$ cat src/rtl/peripheral_timer.sv
// peripheral_timer
//   Timer/counter slave on the peripheral bus. Decodes a 4 KB window and
//   exposes CONFIG, PRESCALE, RELOAD, COUNT and STATUS. It runs a prescaled
//   32-bit down-counter with periodic and one-shot modes, a sticky underflow
//   flag and a level interrupt.
//
// Ports
//   wb_clk_i                  system clock
//   wb_rst_i                  synchronous active-high reset
//   peripheralBus_we          write strobe, single-cycle commit
//   peripheralBus_oe          read strobe, held while busy is high
//   peripheralBus_address     byte address, register offset = address[4:2]
//   peripheralBus_byteSelect  write byte lanes
//   peripheralBus_dataWrite   write data
//   peripheralBus_busy        stall during the first cycle of a read
//   peripheralBus_dataRead    read data, 0 whenever this slave is not driving
//   timer_irq                 level interrupt = flag & irqEnable
//
// Read handshake FSM
//   state   | meaning
//   RD_IDLE | no read in flight; a selected oe raises busy and latches data
//   RD_PEND | latched data on dataRead, busy low, return to idle

module peripheral_timer #(
    parameter logic [23:0] BASE_ADDRESS = 24'h000000
) (
    input  logic        wb_clk_i,
    input  logic        wb_rst_i,
    input  logic        peripheralBus_we,
    input  logic        peripheralBus_oe,
    input  logic [23:0] peripheralBus_address,
    input  logic [3:0]  peripheralBus_byteSelect,
    input  logic [31:0] peripheralBus_dataWrite,
    output logic        peripheralBus_busy,
    output logic [31:0] peripheralBus_dataRead,
    output logic        timer_irq
);

    typedef enum logic [0:0] {RD_IDLE, RD_PEND} rd_state_t;

    rd_state_t   r_rd_state;
    rd_state_t   w_rd_state_next;
    logic [31:0] r_rd_latch;

    logic        r_enable;
    logic        r_one_shot;
    logic        r_irq_en;
    logic [15:0] r_prescale;
    logic [31:0] r_reload;
    logic [31:0] r_count;
    logic        r_flag;
    logic [15:0] r_pre_count;

    logic        w_sel;
    logic [2:0]  w_offset;
    logic        w_wr;
    logic        w_rd_start;
    logic [31:0] w_mask;
    logic [2:0]  w_cfg_old;
    logic [2:0]  w_cfg_new;
    logic        w_tick;
    logic        w_underflow;
    logic [31:0] w_rd_mux;
    logic        w_unused;

    assign w_sel      = (peripheralBus_address[23:12] == BASE_ADDRESS[23:12]);
    assign w_offset   = peripheralBus_address[4:2];
    assign w_wr       = peripheralBus_we & w_sel;
    assign w_rd_start = peripheralBus_oe & w_sel & (r_rd_state == RD_IDLE);
    assign w_unused   = &{1'b0, peripheralBus_address[11:5], peripheralBus_address[1:0]};

    assign w_mask = {{8{peripheralBus_byteSelect[3]}}, {8{peripheralBus_byteSelect[2]}},
                     {8{peripheralBus_byteSelect[1]}}, {8{peripheralBus_byteSelect[0]}}};

    assign w_cfg_old = {r_irq_en, r_one_shot, r_enable};
    assign w_cfg_new = (w_cfg_old & ~w_mask[2:0]) | (peripheralBus_dataWrite[2:0] & w_mask[2:0]);

    // >= rather than == so that lowering PRESCALE below the running count
    // ticks immediately instead of waiting for a 16-bit wrap.
    assign w_tick      = r_enable & (r_pre_count >= r_prescale);
    assign w_underflow = w_tick & (r_count == 32'd0);

    assign timer_irq = r_flag & r_irq_en;

    // Timer and register file. Bus writes come after the tick logic so a
    // write to the same register in the same cycle takes precedence.
    always_ff @(posedge wb_clk_i) begin
        if (wb_rst_i) begin
            r_enable    <= 1'b0;
            r_one_shot  <= 1'b0;
            r_irq_en    <= 1'b0;
            r_prescale  <= '0;
            r_reload    <= '0;
            r_count     <= '0;
            r_flag      <= 1'b0;
            r_pre_count <= '0;
        end else begin
            if (!r_enable || w_tick) begin
                r_pre_count <= '0;
            end else begin
                r_pre_count <= r_pre_count + 16'd1;
            end

            if (w_tick) begin
                if (r_count != 32'd0) begin
                    r_count <= r_count - 32'd1;
                end else begin
                    r_flag <= 1'b1;
                    if (r_one_shot) begin
                        r_enable <= 1'b0;
                    end else begin
                        r_count <= r_reload;
                    end
                end
            end

            if (w_wr) begin
                case (w_offset)
                    3'd0: begin
                        {r_irq_en, r_one_shot, r_enable} <= w_cfg_new;
                        if (w_cfg_new[0] && !r_enable) begin
                            r_pre_count <= '0;
                        end
                    end
                    3'd1: r_prescale <= (r_prescale & ~w_mask[15:0])
                                      | (peripheralBus_dataWrite[15:0] & w_mask[15:0]);
                    3'd2: r_reload <= (r_reload & ~w_mask) | (peripheralBus_dataWrite & w_mask);
                    3'd3: r_count  <= (r_count & ~w_mask) | (peripheralBus_dataWrite & w_mask);
                    3'd4: begin
                        // A simultaneous underflow keeps the flag set.
                        if (peripheralBus_byteSelect[0] && peripheralBus_dataWrite[0] && !w_underflow) begin
                            r_flag <= 1'b0;
                        end
                    end
                    default: ;
                endcase
            end
        end
    end

    always_comb begin
        w_rd_mux = 32'd0;
        case (w_offset)
            3'd0:    w_rd_mux = {29'd0, r_irq_en, r_one_shot, r_enable};
            3'd1:    w_rd_mux = {16'd0, r_prescale};
            3'd2:    w_rd_mux = r_reload;
            3'd3:    w_rd_mux = r_count;
            3'd4:    w_rd_mux = {31'd0, r_flag};
            default: w_rd_mux = 32'd0;
        endcase
    end

    always_ff @(posedge wb_clk_i) begin
        if (wb_rst_i) begin
            r_rd_state <= RD_IDLE;
            r_rd_latch <= '0;
        end else begin
            r_rd_state <= w_rd_state_next;
            if (w_rd_start) begin
                r_rd_latch <= w_rd_mux;
            end
        end
    end

    always_comb begin
        w_rd_state_next = RD_IDLE;
        case (r_rd_state)
            RD_IDLE: w_rd_state_next = w_rd_start ? RD_PEND : RD_IDLE;
            RD_PEND: w_rd_state_next = RD_IDLE;
            default: w_rd_state_next = RD_IDLE;
        endcase
    end

    // An early oe drop in RD_PEND drives nothing; the FSM still returns to idle.
    always_comb begin
        peripheralBus_busy     = 1'b0;
        peripheralBus_dataRead = 32'd0;
        case (r_rd_state)
            RD_IDLE: peripheralBus_busy = w_rd_start;
            RD_PEND: if (peripheralBus_oe) peripheralBus_dataRead = r_rd_latch;
            default: ;
        endcase
    end

endmodule

$ cat config.mk
export PLATFORM = sky130hd
export DESIGN_NAME = peripheral_timer
export DESIGN_NICKNAME = d
export VERILOG_FILES = /design/src/rtl/peripheral_timer.sv
export SDC_FILE = /design/constraint.sdc
export NUM_CORES = 1
export LEC_CHECK = 0
export ABC_AREA = 1
export CORE_MARGIN = 2
export CORE_UTILIZATION = 40
export DETAILED_ROUTE_END_ITERATION = 6
export SLEW_MARGIN = 20
export SYNTH_ARGS = -nofsm -noshare
export SYNTH_HDL_FRONTEND = slang
export SYNTH_SLANG_ARGS = --single-unit
$ cat constraint.sdc
create_clock -name wb_clk_i -period 2.1 [get_ports wb_clk_i]
set_input_delay 0.21 -clock wb_clk_i [delete_from_list [all_inputs] [get_ports wb_clk_i]]
set_output_delay 0.21 -clock wb_clk_i [all_outputs]
set_load 0.005 [all_outputs]
==> results.yml <==
worst_hold_path:
  min_path_type: "input port to flop"
  min_path_cells: 3
  hp-start: "wb_rst_i"
timing:
  slew_viol_final: 0
  slew_headroom_pct: 66.31
  hold_violations: 0
  tightest_slew_ns: 0.5048
  finClkSkew_ns: 0.008455
  grt_setup_unrepaired: "yes"
  fin_ws_ns: 0.1042
  fin_crit_ns: 1.996
  fmax_ghz: 0.5010
  fin_crit_sh_pct: 95.04
  final-setup-viol-count: 0
  timing.hold.ws_ns: 0.2511
detailed_routing:
  ant_nets: 0
  drc_errors: 0
  drt_wl_total_mm: 28.02
  vias: 9324
  via_per_inst: 5.268
  drtIter0Drc: 792
  drt_pass1_iterations: 5
  wl_per_cell_um: 15.83
synth:
  synth_fp_nets: 1421
  synth_most_common_cell: "nand2_1"
  synthCells: 1338
  synth_edf_count: 0
  ys_async_sr_fraction_pct: 0
  synth_common_cells: "nand2_1, nor2_1, dfxtp_1, inv_1, o21ai_0"
  seq_area_frac_synth_pct: 31.86
  synth_top_area_share_pct: 31.86
  synth_cell_types: 40
  yosys_warnings: 0
  syn-cell-area_mm2: 0.008357
  netlist.top_cell.by_area: "dfxtp_1"
  synth_flop_cell: "dfxtp_1"
  synth.avg_cell_area_um2: 6.246
  synth-seq-cells: 133
  synth.area.top_cells: "dfxtp_1, nand2_1, nor2_1, o21ai_0, a21oi_1"
clocking:
  clock_sinks: 133
  tritoncts: "built"
  clockRootBuffer: "clkbuf_16"
  insertion_delay_ns: 0.43
  cts_buffers: 17
  holdBufCountCts: 0
  cts.path.max_buffers: 2
  cts.clk_slew.worst_paths_ns: 0.07
  htree_levels: 4
floorplan:
  die_w_um: 148.5
  die_area_mm2: 0.02206
  die_y_um: 148.5
  rows: 52
  io_pins: 98
  start_util_pct: 41.04
  core-area_mm2: 0.02036
place:
  dp_hpwl_mm: 20.47
  placed_cells: 1731
  gp_congestion: 0.9422
  io_buffers: 88
  post-place-ws_ns: -0.08398
cells_and_area:
  syn2layout_area_growth_pct: 32.74
  nets: 1571
  post-route-util_pct: 54.47
  final.fill_count: 2072
  n_antenna_cell: 0
  drive_above_1_share_pct: 15.47
  fin_cells: 1770
power:
  swShare_pct: 39.26
  power_leakage_nw: 4.476
  seq_power_share_pct: 28.4
  irDropWorstVdd_mv: 0.6098
  clkPwrFrac_pct: 33.0
  p_int_mw: 5.817
  powerDensity_mw_per_mm2: 863.3
  p_sw_mw: 3.759
  p_comb_share_pct: 38.6
global_routing:
  grt-ovfl-total: 0
  grt_pass1_vias: 8781
  antenna_found_initial: 0
  grt_pass1_wl_mm: 45.24
  grt_usage_pct: 25.69
  grt_start_max_net_pins: 66
worst_setup_path:
  cp-end-kind: "flop"
  path_cells: "inv_2, ha_1, nand2_1, inv_1, nand2_2, nor2_2, nor2_1, nand2_2, nand2_2, buf_6, a21oi_4, buf_12, nand2_8, a21oi_1, nor2_1, nor2_1"
  critPathRequiredTime_ns: 2.47
  rrSetupSlack_ns: 0.10
  arrival_ns: 2.37
  cp-start-kind: "flop"
  reg2reg_depth: 16
  crit_path_max_fanout: 6
  cp_slowest_stage_delay_ns: 0.33
  crit_type: "flop to flop"
  cpMaxStageDelayCell: "dfxtp_1"
run:
  maxCapViolations: 0
outcome:
  status: "finished clean"
==> path summary, 6_finish.rpt <==
kind                         end
setup reg to reg            flop
hold / removal              flop
hold reg to reg   r_pre_count[0]
setup / recovery            flop
==> critical path, delay by kind of cell (launching register included) <==
kind	cells	cell delay (ns)
compound gates	2	0.32
fa+ha+maj	1	0.27
buf+inv	4	0.41
flops	1	0.33
simple gates	9	0.60
==> repair_timing <==
item,in CTS,in global routing
resized for setup,2,63
setup endpoints to repair,8,52
pin swaps,0,19
gates cloned,0,3
buffers inserted,0,5
==> stage by stage <==
stage / total power, mW / TNS (ns) / cell area, um^2
floorplan: 5.137 / 0 / 8357
global placement: 6.174 / -0.2545 / 10160
detailed placement: 6.203 / -1.079 / 10160
CTS: 9.351 / 0 / 10770
global route: 10.16 / -0.1647 / 11090
finish: 9.577 / 0 / 11090
==> cells in the final DEF, fill, tap and decap left out, types with 4 or more instances in the layout <==
| master | instances |
|---|---|
| nor2_1 | 208 |
| clkdlybuf4s50_1 | 86 |
| o21ai_1 | 18 |
| xnor2_1 | 4 |
| a21oi_1 | 85 |
| inv_1 | 109 |
| nand4_1 | 14 |
| buf_12 | 12 |
| clkbuf_16 | 18 |
| a21oi_2 | 6 |
| nand2_1 | 346 |
| a22oi_1 | 37 |
| a31oi_1 | 9 |
| dfxtp_2 | 6 |
| ha_1 | 11 |
| dfxtp_1 | 127 |
| ha_4 | 8 |
| buf_6 | 6 |
| nor2_4 | 10 |
| o221ai_1 | 7 |
| nand3_1 | 59 |
| o21ai_0 | 100 |
| o211ai_1 | 4 |
| buf_4 | 88 |
| nand2_2 | 13 |
| nor2_2 | 9 |
| inv_2 | 23 |
| xor2_1 | 8 |
| nor3_1 | 8 |
| o22ai_1 | 16 |
==> power groups by stage <==
stage | clock (mW) | combinational [mW] | sequential, mW
2_1_floorplan | 0 | 2.38 | 2.76
3_3_place_gp | 0 | 3.41 | 2.76
3_5_place_dp | 0 | 3.44 | 2.76
4_1_cts | 3.18 | 3.47 | 2.71
5_1_grt | 3.30 | 4.14 | 2.73
6_report | 3.16 | 3.70 | 2.72
==> final cells by class <==
cell class                      count  area [um^2]  area share [%]
Multi-Input combinational cell   1006         5101           45.98
Timing Repair Buffer              196         1877           16.92
Clock buffer                       17        425.4           3.835
Inverter                          134        505.5           4.557
Tap cell                          270        337.8           3.045
Clock inverter                     14        176.4           1.590
Sequential cell                   133         2670           24.07
==> routing by layer <==
metal  global-route usage (%)  wire [um]
met2                    39.95      12360
met3                    5.153       1805
met5                        0          0
met1                    36.16      13340
met4                    7.381        521
==> kinds of logic (layout without fill, tap and decap cells) <==
logic type      count (synthesis)  after routing  share of synthesized area, %
simple gates                  682            683                         34.24
compound gates                292            292                         19.91
buf+inv                       200            361                         9.882
flops                         133            133                         31.86
fa+ha+maj                      19             19                         2.845
xor+xnor                       12             12                         1.258
Power figures use the tool's default switching activity.
